<file path="src/rtl/icon_sprite_engine_if.sv">
// Pixel-stream, sprite-control and ROM-side signal bundle for icon_sprite_engine.
// The blink input exists only when ICON_BLINK_EN is defined.
interface icon_sprite_engine_if #(
  parameter int ICON_LOG2 = 5,
  parameter int COLOR_W   = 2
);
  logic                   frame_start;
  logic [11:0]            pix_row;
  logic [11:0]            pix_col;
  logic [7:0]             loc_x;
  logic [7:0]             loc_y;
  logic [2:0]             orient;
  logic                   sprite_en;
  logic [2*ICON_LOG2:0]   rom_addr;
  logic [COLOR_W-1:0]     rom_data;
  logic                   icon_hit;
  logic [COLOR_W-1:0]     icon_out;
`ifdef ICON_BLINK_EN
  logic                   blink;
`endif

  modport master (
    output frame_start, pix_row, pix_col, loc_x, loc_y, orient, sprite_en, rom_data,
`ifdef ICON_BLINK_EN
    output blink,
`endif
    input  rom_addr, icon_hit, icon_out
  );

  modport slave (
    input  frame_start, pix_row, pix_col, loc_x, loc_y, orient, sprite_en, rom_data,
`ifdef ICON_BLINK_EN
    input  blink,
`endif
    output rom_addr, icon_hit, icon_out
  );
endinterface

</file>
<file path="src/rtl/icon_sprite_engine.sv">
// Orientation-aware sprite overlay: window hit, source-address rotation, external ROM
// fetch and latency-aligned colour/hit output. Optional frame blink via ICON_BLINK_EN.
module icon_sprite_engine #(
  parameter int ICON_LOG2 = 5,
  parameter int ZOOM_LOG2 = 0,
  parameter int COLOR_W   = 2,
  parameter int SCALE_X   = 8,
  parameter int SCALE_Y   = 6,
  parameter int ROM_LAT   = 1
`ifdef ICON_BLINK_EN
  ,
  parameter int BLINK_LOG2 = 4
`endif
) (
  input logic                  clk,
  input logic                  reset,
  icon_sprite_engine_if.slave  bus
);
  localparam int S    = 1 << ICON_LOG2;
  localparam int EDGE = S << ZOOM_LOG2;
  localparam int AW   = 2 * ICON_LOG2 + 1;
  localparam logic signed [12:0]    EDGE_S = 13'(EDGE);
  localparam logic [ICON_LOG2-1:0]  M      = {ICON_LOG2{1'b1}};

  typedef enum logic [0:0] {IDLE = 1'b0, RUN = 1'b1} state_t;
  state_t state_r, state_nxt_s;

  logic [11:0]          px_r, py_r, px_new_s, py_new_s, px_eff_s, py_eff_s;
  logic [2:0]           orient_r, orient_eff_s;
  logic                 en_r, en_eff_s, run_eff_s;
  logic signed [12:0]   dr_s, dc_s;
  logic [ICON_LOG2-1:0] r_s, c_s, sr_s, sc_s;
  logic                 win_s, blank_s, hit_s, hit_r;
  logic [ROM_LAT-1:0]   hit_pipe_r;

  // Next-state logic: leave IDLE on the first frame pulse, then stay in RUN
  always_comb begin
    state_nxt_s = state_r;
    case (state_r)
      IDLE: begin
        if (bus.frame_start) state_nxt_s = RUN;
        else                 state_nxt_s = IDLE;
      end
      RUN:     state_nxt_s = RUN;
      default: state_nxt_s = IDLE;
    endcase
  end

  // Window hit and source-coordinate rotation; a frame pulse pixel sees the new frame values
  always_comb begin
    px_new_s = 12'(int'(bus.loc_x) * SCALE_X);
    py_new_s = 12'(int'(bus.loc_y) * SCALE_Y);
    if (bus.frame_start) begin
      px_eff_s     = px_new_s;
      py_eff_s     = py_new_s;
      orient_eff_s = bus.orient;
      en_eff_s     = bus.sprite_en;
    end else begin
      px_eff_s     = px_r;
      py_eff_s     = py_r;
      orient_eff_s = orient_r;
      en_eff_s     = en_r;
    end
    run_eff_s = bus.frame_start || (state_r == RUN);
    dr_s  = $signed({1'b0, bus.pix_row}) - $signed({1'b0, py_eff_s});
    dc_s  = $signed({1'b0, bus.pix_col}) - $signed({1'b0, px_eff_s});
    win_s = run_eff_s && (dr_s >= 13'sd0) && (dr_s < EDGE_S)
                      && (dc_s >= 13'sd0) && (dc_s < EDGE_S);
    r_s = ICON_LOG2'(dr_s >>> ZOOM_LOG2);
    c_s = ICON_LOG2'(dc_s >>> ZOOM_LOG2);
    case (orient_eff_s[2:1])
      2'd0:    begin sr_s = r_s;     sc_s = c_s;     end
      2'd1:    begin sr_s = M - c_s; sc_s = r_s;     end
      2'd2:    begin sr_s = M - r_s; sc_s = M - c_s; end
      2'd3:    begin sr_s = c_s;     sc_s = M - r_s; end
      default: begin sr_s = r_s;     sc_s = c_s;     end
    endcase
    hit_s = win_s && en_eff_s && !blank_s;
  end

`ifdef ICON_BLINK_EN
  logic [BLINK_LOG2-1:0] blink_cnt_r, blink_cnt_eff_s;

  // Frame counter advance and blink blanking for the current frame
  always_comb begin
    if (bus.frame_start && (state_r == RUN)) blink_cnt_eff_s = blink_cnt_r + BLINK_LOG2'(1);
    else                                     blink_cnt_eff_s = blink_cnt_r;
    blank_s = bus.blink && blink_cnt_eff_s[BLINK_LOG2-1];
  end

  // Blink frame counter register
  always_ff @(posedge clk) begin
    if (!reset) blink_cnt_r <= {BLINK_LOG2{1'b0}};
    else        blink_cnt_r <= blink_cnt_eff_s;
  end
`else
  assign blank_s = 1'b0;
`endif

  // FSM state and once-per-frame latch of position, orientation and enable
  always_ff @(posedge clk) begin
    if (!reset) begin
      state_r  <= IDLE;
      px_r     <= 12'd0;
      py_r     <= 12'd0;
      orient_r <= 3'd0;
      en_r     <= 1'b0;
    end else begin
      state_r <= state_nxt_s;
      if (bus.frame_start) begin
        px_r     <= px_new_s;
        py_r     <= py_new_s;
        orient_r <= bus.orient;
        en_r     <= bus.sprite_en;
      end
    end
  end

  // Stage-1 address/hit, hit delay matching the ROM, and output register
  always_ff @(posedge clk) begin
    if (!reset) begin
      bus.rom_addr <= {AW{1'b0}};
      hit_r        <= 1'b0;
      hit_pipe_r   <= {ROM_LAT{1'b0}};
      bus.icon_hit <= 1'b0;
      bus.icon_out <= {COLOR_W{1'b0}};
    end else begin
      bus.rom_addr <= win_s ? {orient_eff_s[0], sr_s, sc_s} : {AW{1'b0}};
      hit_r        <= hit_s;
      hit_pipe_r   <= ROM_LAT'({hit_pipe_r, hit_r});
      bus.icon_hit <= hit_pipe_r[ROM_LAT-1];
      bus.icon_out <= hit_pipe_r[ROM_LAT-1] ? bus.rom_data : {COLOR_W{1'b0}};
    end
  end
endmodule
</file>
<file path="src/flat_wrapper.sv">
// flat-port wrapper written by rule: the top's interface ports become plain ports
module icon_sprite_engine_flat 
#(
  parameter int ICON_LOG2 = 5,
  parameter int ZOOM_LOG2 = 0,
  parameter int COLOR_W   = 2,
  parameter int SCALE_X   = 8,
  parameter int SCALE_Y   = 6,
  parameter int ROM_LAT   = 1

)
  (clk, reset, bus_frame_start, bus_pix_row, bus_pix_col, bus_loc_x, bus_loc_y, bus_orient, bus_sprite_en, bus_rom_data, bus_rom_addr, bus_icon_hit, bus_icon_out);
  icon_sprite_engine_if #(.ICON_LOG2(ICON_LOG2), .COLOR_W(COLOR_W)) bus_i ();
  input logic clk;
  input logic reset;
  input wire logic [$bits(bus_i.frame_start)-1:0] bus_frame_start;
  input wire logic [$bits(bus_i.pix_row)-1:0] bus_pix_row;
  input wire logic [$bits(bus_i.pix_col)-1:0] bus_pix_col;
  input wire logic [$bits(bus_i.loc_x)-1:0] bus_loc_x;
  input wire logic [$bits(bus_i.loc_y)-1:0] bus_loc_y;
  input wire logic [$bits(bus_i.orient)-1:0] bus_orient;
  input wire logic [$bits(bus_i.sprite_en)-1:0] bus_sprite_en;
  input wire logic [$bits(bus_i.rom_data)-1:0] bus_rom_data;
  output wire logic [$bits(bus_i.rom_addr)-1:0] bus_rom_addr;
  output wire logic [$bits(bus_i.icon_hit)-1:0] bus_icon_hit;
  output wire logic [$bits(bus_i.icon_out)-1:0] bus_icon_out;
  assign bus_i.frame_start = bus_frame_start;
  assign bus_i.pix_row = bus_pix_row;
  assign bus_i.pix_col = bus_pix_col;
  assign bus_i.loc_x = bus_loc_x;
  assign bus_i.loc_y = bus_loc_y;
  assign bus_i.orient = bus_orient;
  assign bus_i.sprite_en = bus_sprite_en;
  assign bus_i.rom_data = bus_rom_data;
  assign bus_rom_addr = bus_i.rom_addr;
  assign bus_icon_hit = bus_i.icon_hit;
  assign bus_icon_out = bus_i.icon_out;
  icon_sprite_engine #(.ICON_LOG2(ICON_LOG2), .ZOOM_LOG2(ZOOM_LOG2), .COLOR_W(COLOR_W), .SCALE_X(SCALE_X), .SCALE_Y(SCALE_Y), .ROM_LAT(ROM_LAT)) u_core (.clk(clk), .reset(reset), .bus(bus_i));
endmodule
</file>
<file path="config.mk">
export PLATFORM = sky130hd
export DESIGN_NAME = icon_sprite_engine_flat
export DESIGN_NICKNAME = d
export VERILOG_FILES = /design/src/rtl/icon_sprite_engine_if.sv /design/src/rtl/icon_sprite_engine.sv /design/src/flat_wrapper.sv
export SDC_FILE = /design/constraint.sdc
export NUM_CORES = 1
export LEC_CHECK = 0
export CAP_MARGIN = 20
export CORE_ASPECT_RATIO = 0.9
export CORE_UTILIZATION = 35
export DETAILED_ROUTE_END_ITERATION = 12
export SLEW_MARGIN = 20
export SYNTH_ARGS = -nofsm -noshare
export SYNTH_HDL_FRONTEND = slang
export SYNTH_SLANG_ARGS = --single-unit
</file>
<file path="constraint.sdc">
create_clock -name clk -period 5.31 [get_ports clk]
set_input_delay 1.062 -clock clk [delete_from_list [all_inputs] [get_ports clk]]
set_output_delay 1.062 -clock clk [all_outputs]
set_load 0.03 [all_outputs]
</file>
==> flow_summary.json, run 1 <==
{
  "drt_iter0_drc": 166,
  "cts_tree": "yes",
  "syn_inst": 398,
  "cp_data_required_time_ns": 5.55,
  "crit_top_cell": "nor2_1",
  "clockBufferDepth": 2,
  "grt_overflow": 0,
  "rows": 33,
  "ys_seq_elements": 45,
  "crit_path_cell_trace": "clkdlybuf4s50_1, buf_4, ha_1, a211o_1, and2_1, nor2_1, nor2_1, nor2_1, xnor2_1, mux2i_1, ha_1, a2111oi_0, a31oi_1, xor2_1, nor4_2, o2111ai_1, buf_4, or4_1, nor3_1",
  "netlist.area_leader.share_pct": 26.82,
  "slew_violations": 0,
  "synth_xor_area_share_pct": 5.214,
  "powerDensity_nw_per_um2": 239.8,
  "via_count": 2998,
  "critPathArrivalTime_ns": 5.20,
  "grt_pass1_wl_mm": 13.01,
  "drive_gt1_share_pct": 7.407,
  "nNetsFinal": 542,
  "cp_max_fo": 12,
  "fin_crit_ns": 4.958,
  "grt_max_degree": 36,
  "portBuffers": 62,
  "grt_pass1_vias": 2681,
  "dieArea_um2": 9995,
  "post_cts_buffers": 0,
  "ys_types": 63,
  "fillerInstances": 925,
  "finalCritPeriodShare_pct": 93.38,
  "tns_ns": 0,
  "top_layer_used": "met4",
  "m1WireLength_mm": 4.089,
  "syn_nets": 482,
  "setup_violations": 0,
  "p_total_w": 0.001013,
  "synth_top_family_by_area": "simple AND/OR/NAND/NOR gates",
  "crit_path_top_delay_cell": "or4_1",
  "postRouteAntennaNets": 0,
  "max_freq_ghz": 0.2017,
  "muxShareOfSynthArea_pct": 8.082,
  "antenna_found_initial": 0,
  "slew_headroom_pct": 30.48,
  "core_area_um2": 9208,
  "power_leakage_nw": 1.713,
  "status": "finished, final reports clean",
  "postCtsHoldBufs": 0,
  "ys_seq_area_share_pct": 26.82,
  "criticalPathCategory": "in2reg",
  "diodes": 0,
  "hold_violations": 0,
  "grt_usage_pct": 16.37,
  "drc": 0,
  "clock-sinks": 45,
  "path_buf_inv": 3,
  "end_kind": "flop",
  "synth_edf_count": 0,
  "wl_mm": 8.093,
  "yosys.area.top_type": "dfxtp_1",
  "routedWlPerCell_um": 13.93,
  "netlist_area_um2": 3359,
  "synthToLayoutAreaGrowth_pct": 25.77,
  "syn-mean-instance-area_um2": 8.441,
  "startpoint_type": "primary input",
  "finalClockSkew_ns": 0.007491,
  "min_path_type": "reg2reg",
  "synthArstFlopShare_pct": 0,
  "drt_pass1_iterations": 4,
  "dieWidth_um": 105.3,
  "clkTransAtPathRegs_ns": 0.10,
  "htree_levels": 2,
  "clock_latency_ns": 0.31,
  "ys_warn_count": 0,
  "synthAdderAreaFrac_pct": 14.00,
  "met3_wirelength_um": 401,
  "tightest_slew_ns": 1.042,
  "die_h_um": 94.95,
  "cp_slowest_stage_delay_ns": 0.47,
  "initial_core_util_pct": 36.49,
  "synth_area_leaders": "dfxtp_1 27%, ha_1 12%, mux2i_1 7.7%, nor2_1 6.1%, xnor2_1 3.1%",
  "place.gp.congestion": 0.8804,
  "synth_compound_area_share_pct": 18.51,
  "ir_worst_vdd_mv": 0.1041,
  "rsz0062_at_grt": "false",
  "max-cap-violations": 0,
  "viasPerCell": 5.160,
  "worst_path_dominant_cell_family": "simple AND/OR/NAND/NOR gates",
  "cts-root-buf": "clkbuf_8",
  "numCtsBuffers": 5,
  "io_pins": 63,
  "synth_most_common_cell": "nor2_1",
  "synth-simple-area-share_pct": 23.20,
  "synth_top_flop_cell": "dfxtp_1",
  "netlist_top_cells_count": "55 x nor2_1, 45 x dfxtp_1, 32 x ha_1, 26 x mux2i_1, 22 x nand2_1",
  "utilization_pct": 45.89,
  "dp.final_hpwl_mm": 6.278,
  "met2_length_mm": 3.546
}
## worst reg2reg max path, stage by stage, from the launching register on
cell and delay [ns]:
dfxtp_1 0.32, nor2b_1 0.15, ha_1 0.21, inv_1 0.06, fa_1 0.43, a211oi_2 0.24, nor3_1 0.07, a2111oi_0 0.34
a31oi_1 0.10, nor4_2 0.34, o2111ai_1 0.16, buf_4 0.19, or4_1 0.48, nor3_1 0.14
## cells in the final DEF, fill, tap and decap left out, types with 3 or more instances in the layout
master / instances
a211oi_1: 7
a21o_1: 7
a21oi_1: 18
and2_1: 6
and3_1: 5
buf_4: 7
clkbuf_8: 5
clkdlybuf4s50_1: 62
dfxtp_1: 45
fa_1: 3
ha_1: 31
inv_1: 15
mux2i_1: 26
nand2_1: 22
nand2b_1: 9
nor2_1: 55
nor2b_1: 9
nor3_1: 13
nor4_2: 3
o2111ai_1: 3
o211ai_1: 6
o21a_1: 6
o21ai_0: 14
o21ai_1: 3
or4_1: 10
xnor2_1: 12
xor2_1: 8
## sequential cells by signal, summed over array words and instances (netlist names)
signal and flops:
u_core.px_r 12, u_core.orient_r 3, u_core.hit_r 1, u_core.bus.icon_out 2, u_core.hit_pipe_r 1, u_core.en_r 1, u_core.py_r 12, u_core.state_r 1
u_core.bus.rom_addr 11, u_core.bus.icon_hit 1
## area by class of cell
cell class              instances  area [um2]  share of cell area (%)
multi-input cells             321        2325                   55.02
inverters                      15       56.30                   1.333
well taps                     122       152.6                   3.613
clock buffers                   5       68.82                   1.629
flip-flops and latches         45       900.9                   21.32
clock inverters                 3       28.78                  0.6811
repair buffers                 70       693.2                   16.41
## power by group
group	switching, W	total (W)	internal (W)
clock	0.000138	0.000238	0.0000996
sequential	0.00000278	0.000353	0.000350
combinational	0.000233	0.000422	0.000189
## per-layer routing
| metal | GRT usage (%) | vias up |
|---|---|---|
| met1 | 23.07 | 1364 |
| li1 | - | 1556 |
| met4 | 3.638 | 0 |
| met2 | 25.99 | 70 |
| met3 | 2.899 | 8 |
| met5 | 0 | - |
## worst paths after layout
path / cells after the start / end / from / slack [ns]
worst max-delay path: 19 / u_core.bus.rom_addr[8] / bus_loc_y[1] / 0.35
worst min-delay path: 1 / u_core.hit_pipe_r / u_core.hit_r / 0.45
worst max register to register: 13 / u_core.bus.rom_addr[8] / u_core.py_r[0] / 2.01
worst min register to register: 1 / u_core.hit_pipe_r / u_core.hit_r / 0.45
## per-stage QoR
stage	area, um2	std cells	hold slack, ns	setup slack [ns]
floorplan	3359	398	0.4119	0.7001
global placement	4121	573	0.4293	-0.04970
detailed placement	4121	573	0.4291	-0.1025
CTS	4219	581	0.4538	0.2182
global route	4225	581	0.4649	0.01744
finish	4225	581	0.4466	0.3516
## repair_timing
action / in CTS / in global routing
endpoints found under the setup margin: 0 / 10
hold endpoints to repair: 0 / 0
resized for setup: 0 / 2
## kinds of logic after synthesis
kind of cell / after synthesis
buffers and inverters: 32
AOI/OAI and AO/OA: 89
DFF: 45
and+or+nand+nor: 149
adders and majority gates: 36
xor gates and xnor gates: 20
muxes: 27
No activity file was read; power rests on OpenSTA's default activity.
==> inputs of run 2 (changes only) <==
--- a/config.mk
+++ b/config.mk
@@ -9,7 +9,6 @@
 export CORE_ASPECT_RATIO = 0.9
 export CORE_UTILIZATION = 35
 export DETAILED_ROUTE_END_ITERATION = 12
-export SLEW_MARGIN = 20
 export SYNTH_ARGS = -nofsm -noshare
 export SYNTH_HDL_FRONTEND = slang
 export SYNTH_SLANG_ARGS = --single-unit
==> results of run 2 <==
The final DEF is identical to that of run 1; final timing and power are the same.
==> inputs of run 3 (changes only) <==
--- a/config.mk
+++ b/config.mk
@@ -9,6 +9,7 @@
 export CORE_ASPECT_RATIO = 0.9
 export CORE_UTILIZATION = 35
 export DETAILED_ROUTE_END_ITERATION = 12
+export PLACE_DENSITY = 0.64
 export SYNTH_ARGS = -nofsm -noshare
 export SYNTH_HDL_FRONTEND = slang
 export SYNTH_SLANG_ARGS = --single-unit
==> run 3 against run 2 <==
Critical path depth unchanged. Highest routed layer unchanged. Sequential share of layout area shrank 0.063 points. Core utilization increased by 0.14 points. Worst setup slack got worse by 0.067 ns. Via count rose by 0.60%.
==> flow_summary.json, run 3 (same netlist as run 1, synthesis figures left out) <==
{
  "final_cell_area_um2": 4238,
  "cp_data_required_time_ns": 5.55,
  "layout_common_cells": "62 x clkdlybuf4s50_1, 55 x nor2_1, 45 x dfxtp_1",
  "end_kind": "flop",
  "powerDensity_nw_per_um2": 240.4,
  "slew_headroom_pct": 29.37,
  "setup_slack_ns": 0.2848,
  "hold_violations": 0,
  "fillerInstances": 911,
  "cp_max_fo": 12,
  "drc": 0,
  "antenna_found_initial": 0,
  "grt_max_degree": 36,
  "dieWidth_um": 105.3,
  "io_pins": 63,
  "status": "finished, final reports clean",
  "endpoint": "u_core.bus.rom_addr[8]",
  "cp_slowest_stage_delay_ns": 0.47,
  "core_area_um2": 9208,
  "fin_crit_ns": 5.025,
  "max_freq_ghz": 0.1990,
  "rows": 33,
  "clockBufferDepth": 2,
  "worstReg2RegEnd": "u_core.bus.rom_addr[8]",
  "clkTransAtPathRegs_ns": 0.10,
  "criticalPathCategory": "in2reg",
  "startpoint_type": "primary input",
  "finalCritPeriodShare_pct": 94.64,
  "htree_levels": 2,
  "crit_path_cell_trace": "clkdlybuf4s50_1, buf_4, ha_1, a211o_1, and2_1, nor2_1, nor2_1, nor2_1, xnor2_1, mux2i_1, ha_1, a2111oi_2, a31oi_1, xor2_1, nor4_2, o2111ai_1, buf_4, or4_1, nor3_1",
  "dieArea_um2": 9995,
  "met2_usage_pct": 28.02,
  "path_buf_inv": 3,
  "pre_cts_ws_ns": -0.2006,
  "place.gp.congestion": 0.8941,
  "finalClockSkew_ns": 0.01050,
  "clock-sinks": 45,
  "wl_mm": 8.263,
  "worstRegToRegCells": 13,
  "synthToLayoutAreaGrowth_pct": 26.15,
  "cts-root-buf": "clkbuf_8",
  "crit_path_top_delay_cell": "or4_1",
  "via_count": 3016,
  "drt_pass1_iterations": 4,
  "die_h_um": 94.95,
  "numCtsBuffers": 5,
  "startpoint": "bus_loc_y[1]",
  "max-cap-violations": 0,
  "tightest_slew_ns": 1.058,
  "top_usage_layer": "met2",
  "routedWlPerCell_um": 14.25,
  "final_common_cell": "clkdlybuf4s50_1",
  "cts_tree": "yes",
  "ir_worst_vdd_mv": 0.1261,
  "nNetsFinal": 541,
  "min_path_type": "reg2reg",
  "clock_latency_ns": 0.31,
  "crit_top_cell": "nor2_1",
  "power_leakage_nw": 1.711,
  "grt_usage_pct": 16.91,
  "drt_iter0_drc": 85,
  "cp.depth": 19,
  "reg.largest.list": "u_core.px_r (12), u_core.py_r (12), u_core.bus.rom_addr (11)",
  "dp.final_hpwl_mm": 6.360,
  "viasPerCell": 5.200,
  "critPathArrivalTime_ns": 5.26,
  "slew_violations": 0,
  "fin_cells": 580,
  "dpl_cell_area_um2": 4106,
  "timing.reg2reg.setup_slack_ns": 1.99,
  "postRouteAntennaNets": 0,
  "grt_pass1_vias": 2871,
  "setup_violations": 0,
  "grtUsageMet3_pct": 3.244,
  "r2r_start": "u_core.py_r[0]",
  "worst_path_dominant_cell_family": "simple AND/OR/NAND/NOR gates",
  "diodes": 0,
  "portBuffers": 62,
  "grt_pass1_wl_mm": 13.63,
  "place_inst": 571,
  "drive_gt1_share_pct": 7.424,
  "min_path_cells": 1,
  "grtUsageMet1_pct": 22.69,
  "utilization_pct": 46.03,
  "initial_core_util_pct": 36.49,
  "grt_overflow": 0
}
run 3: cell types whose count changed in the layout (fill, tap and decap cells not counted), sizes merged:
cell,delta
buf,-1
run 3: worst min path at each step:
| stage | from | to | slack, ns |
|---|---|---|---|
| 2_1_floorplan | u_core.hit_r | u_core.hit_pipe_r | 0.41 |
| 3_3_place_gp | u_core.hit_r | u_core.hit_pipe_r | 0.43 |
| 3_5_place_dp | u_core.hit_r | u_core.hit_pipe_r | 0.42 |
| 4_1_cts | u_core.hit_r | u_core.hit_pipe_r | 0.45 |
| 5_1_grt | u_core.hit_r | u_core.hit_pipe_r | 0.45 |
| 6_report | u_core.hit_r | u_core.hit_pipe_r | 0.44 |
run 3: worst reg2reg max path, stage by stage, from the launching register on:
cell and delay [ns]:
dfxtp_1 0.31, nor2b_1 0.15, ha_1 0.22, inv_1 0.07, fa_1 0.43, a211oi_2 0.23
nor3_1 0.08, a2111oi_1 0.34, a31oi_1 0.10, nor4_2 0.35, o2111ai_1 0.16, buf_4 0.20
or4_1 0.47, nor3_1 0.13
run 3: metrics by stage:
step / TNS [ns] / hold slack [ns] / total power [W]
3_5_place_dp: -1.572 / 0.4237 / 0.0007716
6_report: 0 / 0.4422 / 0.001019
3_3_place_gp: -0.2355 / 0.4319 / 0.0007660
2_1_floorplan: 0 / 0.4119 / 0.0006650
5_1_grt: -0.06159 / 0.4545 / 0.001094
4_1_cts: 0 / 0.4484 / 0.001016
run 3: per-layer routing:
layer,vias up,part of all wire [%]
met5,-,0
met1,1398,50
met3,9,4.5
li1,1551,-
met4,0,0.87
met2,58,45
run 3: repair_timing:
| item | CTS | global route |
|---|---|---|
| gates resized for setup | 0 | 7 |
| buffers inserted | 0 | 1 |
| setup endpoints to repair | 0 | 12 |
| hold buffers | 0 | 0 |
run 3: layout make-up:
type	count	area (um2)	share of cell area, %
Timing Repair Buffer	69	685.7	16.18
Clock inverter	3	26.28	0.6200
Inverter	15	56.30	1.329
Tap cell	122	152.6	3.602
Multi-Input combinational cell	321	2347	55.39
Sequential cell	45	900.9	21.26
Clock buffer	5	68.82	1.624
run 3: report_power, final:
group | total (W) | switching (W) | internal (W)
registers | 0.000353 | 0.00000285 | 0.000350
clock network | 0.000238 | 0.000139 | 0.0000981
logic | 0.000428 | 0.000238 | 0.000190
total | 0.00102 | 0.000380 | 0.000638
==> RTL change, RTL diff (settings of run 3) <==
`COLOR_W` is set to 2 in 3 places; all go to 4.
--- a/src/rtl/icon_sprite_engine_if.sv
+++ b/src/rtl/icon_sprite_engine_if.sv
@@ -2,7 +2,7 @@
 // The blink input exists only when ICON_BLINK_EN is defined.
 interface icon_sprite_engine_if #(
   parameter int ICON_LOG2 = 5,
-  parameter int COLOR_W   = 2
+  parameter int COLOR_W   = 4
 );
   logic                   frame_start;
   logic [11:0]            pix_row;
--- a/src/rtl/icon_sprite_engine.sv
+++ b/src/rtl/icon_sprite_engine.sv
@@ -3,7 +3,7 @@
 module icon_sprite_engine #(
   parameter int ICON_LOG2 = 5,
   parameter int ZOOM_LOG2 = 0,
-  parameter int COLOR_W   = 2,
+  parameter int COLOR_W   = 4,
   parameter int SCALE_X   = 8,
   parameter int SCALE_Y   = 6,
   parameter int ROM_LAT   = 1
--- a/src/flat_wrapper.sv
+++ b/src/flat_wrapper.sv
@@ -3,7 +3,7 @@
 #(
   parameter int ICON_LOG2 = 5,
   parameter int ZOOM_LOG2 = 0,
-  parameter int COLOR_W   = 2,
+  parameter int COLOR_W   = 4,
   parameter int SCALE_X   = 8,
   parameter int SCALE_Y   = 6,
   parameter int ROM_LAT   = 1
Interface: changed (resized bus_icon_out and bus_rom_data); port bits go from 63 to 67. The function was not compared with the original's and may differ.
==> RTL change against run 3 <==
- non-clock buffer count rose by 32
- setup slack improved by 0.020 ns
- area after synthesis is 0.45% lower
- power is 10% higher
- wire length shrank 0.28%
- sequential power grew 4%
- final cell count grew 1.4%
- final area rose by 7.9%
- sequential cell count grew 2
- global-route usage up 0.53 points
==> RTL change: results (changes against run 3) <==
* Status: finished clean
* GR Util All Layers at 17.4% (+0.53 points)
* Asr flop ratio synth at 0% (unchanged)
* DP HPWL at 6330 microns (-0.47%)
* Nets at 551 (+1.8%)
* GP Congestion at 0.828 (-7.4%)
* Routed len/inst at 14.0 microns (-1.6%)
* Critical Path Fanout Max at 8 (-4)
* DRT Wirelength at 8240 microns (-0.28%)
* CTS max path bufs at 2 (unchanged)
* Placed cells at 578 (+1.2%)
* Leakage power at 1.93 nW (+13%)
* Syn nets at 460 (-4.6%)
* Layout cells sized above 1 at 15.2% (+7.8 points)
* Filler instances at 881 (-3.3%)
* Max IR drop VDD at 130 uV (+2.9%)
* Port buffer count at 66 (+6.5%)
* Syn_area_per_cell at 8.94 sq um (+5.9%)
* Most instantiated cells after synthesis: dfxtp_1, ha_1, nor2b_1, a21oi_1, mux2i_1
* Place WS at -0.382 ns (-0.182 ns)
* Clk pin slew, worst setup/hold paths at 0.08 ns (-0.02 ns)
* Biggest regs: u_core.px_r (12), u_core.py_r (12), u_core.bus.rom_addr (11)
* Skew final at 0.0130 ns (+0.00251 ns)
* Critical Path AT at 5.23 ns (-0.03 ns)
* Initial DRC count at 102 (+20%)
* Post-synthesis sequential area ratio at 28.1% (+1.3 points)
* Area contributors post-synth: dfxtp_1, ha_1, mux2i_1
* First-pass GRT wire length at 13800 microns (+1.1%)
* Avg Vias per Cell at 5.03 (-3.3%)
* Cell variety after synth at 57 (-9.5%)
* Largest net degree at the start of global routing at 46 (+28%)
* Slew Limit Headroom at 67.1% (+38 points)
* Placed Area at 4340 sq um (+5.8%)
## RTL change: cell types whose count changed after synthesis, moves of 5 or more
cell,change
or4_1,-9
nor2b_1,+20
and3_1,+5
a21oi_1,+6
buf_2,-5
nor2_1,-34
nand2b_1,-5
xnor2_1,+5
nor3_2,+7
clkbuf_1,+6
nor3_1,-9
## RTL change: report_power, final
| group | switching, mW | total, mW | leakage [nW] | internal, mW |
|---|---|---|---|---|
| sequential | 0.00320 | 0.368 | 0.383 | 0.365 |
| combinational | 0.226 | 0.440 | 1.48 | 0.215 |
| clock | 0.124 | 0.313 | 0.0654 | 0.188 |
## RTL change: path summary, 6_finish.rpt
path,slack (ns),from,cells after the start,end
setup / recovery,0.30,bus_loc_y[1],20,u_core.bus.rom_addr[3]
hold / removal,0.44,u_core.hit_r,1,u_core.hit_pipe_r
setup reg to reg,1.97,u_core.px_r[0],13,u_core.bus.rom_addr[3]
hold reg to reg,0.44,u_core.hit_r,1,u_core.hit_pipe_r
## RTL change: layout make-up
type / instances / share of cell area (%)
sequential: 47 / 20.6
tap: 122 / 3.34
timing repair buffer: 101 / 20.8
inverter: 14 / 1.15
multi-input combinational: 296 / 51.3
clock inverter: 2 / 1.31
clock buffer: 6 / 1.59
## RTL change: routing by layer
metal | global-route usage [%] | routed length [microns]
met1 | 23.2 | 3970
met2 | 29.1 | 3710
met3 | 2.83 | 409
met4 | 5.40 | 153
met5 | 0 | 0
## RTL change: per-stage QoR
step	power [mW]	util, %
detailed placement	0.795	47.2
finish	1.12	49.7
global route	1.19	49.7
global placement	0.791	47.2
floorplan	0.656	-
CTS	1.12	48.8
## RTL change: worst max-delay path, stage by stage
cell	delay, ns
dlymetal6s2s_1	0.17
buf_4	0.16
fa_1	0.43
a21o_1	0.20
a21oi_2	0.14
o21bai_1	0.10
a21oi_2	0.14
nor2b_1	0.05
or3_1	0.40
o21ai_2	0.08
ha_1	0.19
nand2b_4	0.14
o2111ai_2	0.12
a2111oi_2	0.36
nand3_1	0.13
a2111o_1	0.43
a2111oi_4	0.35
o2111ai_4	0.22
buf_6	0.20
nor3_2	0.14
## RTL change: logic make-up (layout without fill, tap and decap cells)
| kind of cell | Yosys count | after routing | synth area share [%] |
|---|---|---|---|
| compound gates | 90 | 90 | 18.9 |
| flops | 47 | 47 | 28.1 |
| simple gates | 122 | 122 | 21.3 |
| buf+inv | 31 | 123 | 3.82 |
| xor+xnor | 22 | 22 | 5.76 |
| fa+ha+maj | 36 | 36 | 14.1 |
| mux | 26 | 26 | 7.97 |
## RTL change: repair_timing
item                       in CTS  in global routing
setup endpoints to repair      10                 12
setup buffers                   0                  2
pin swaps                       1                 10
gates resized for setup         4                 14
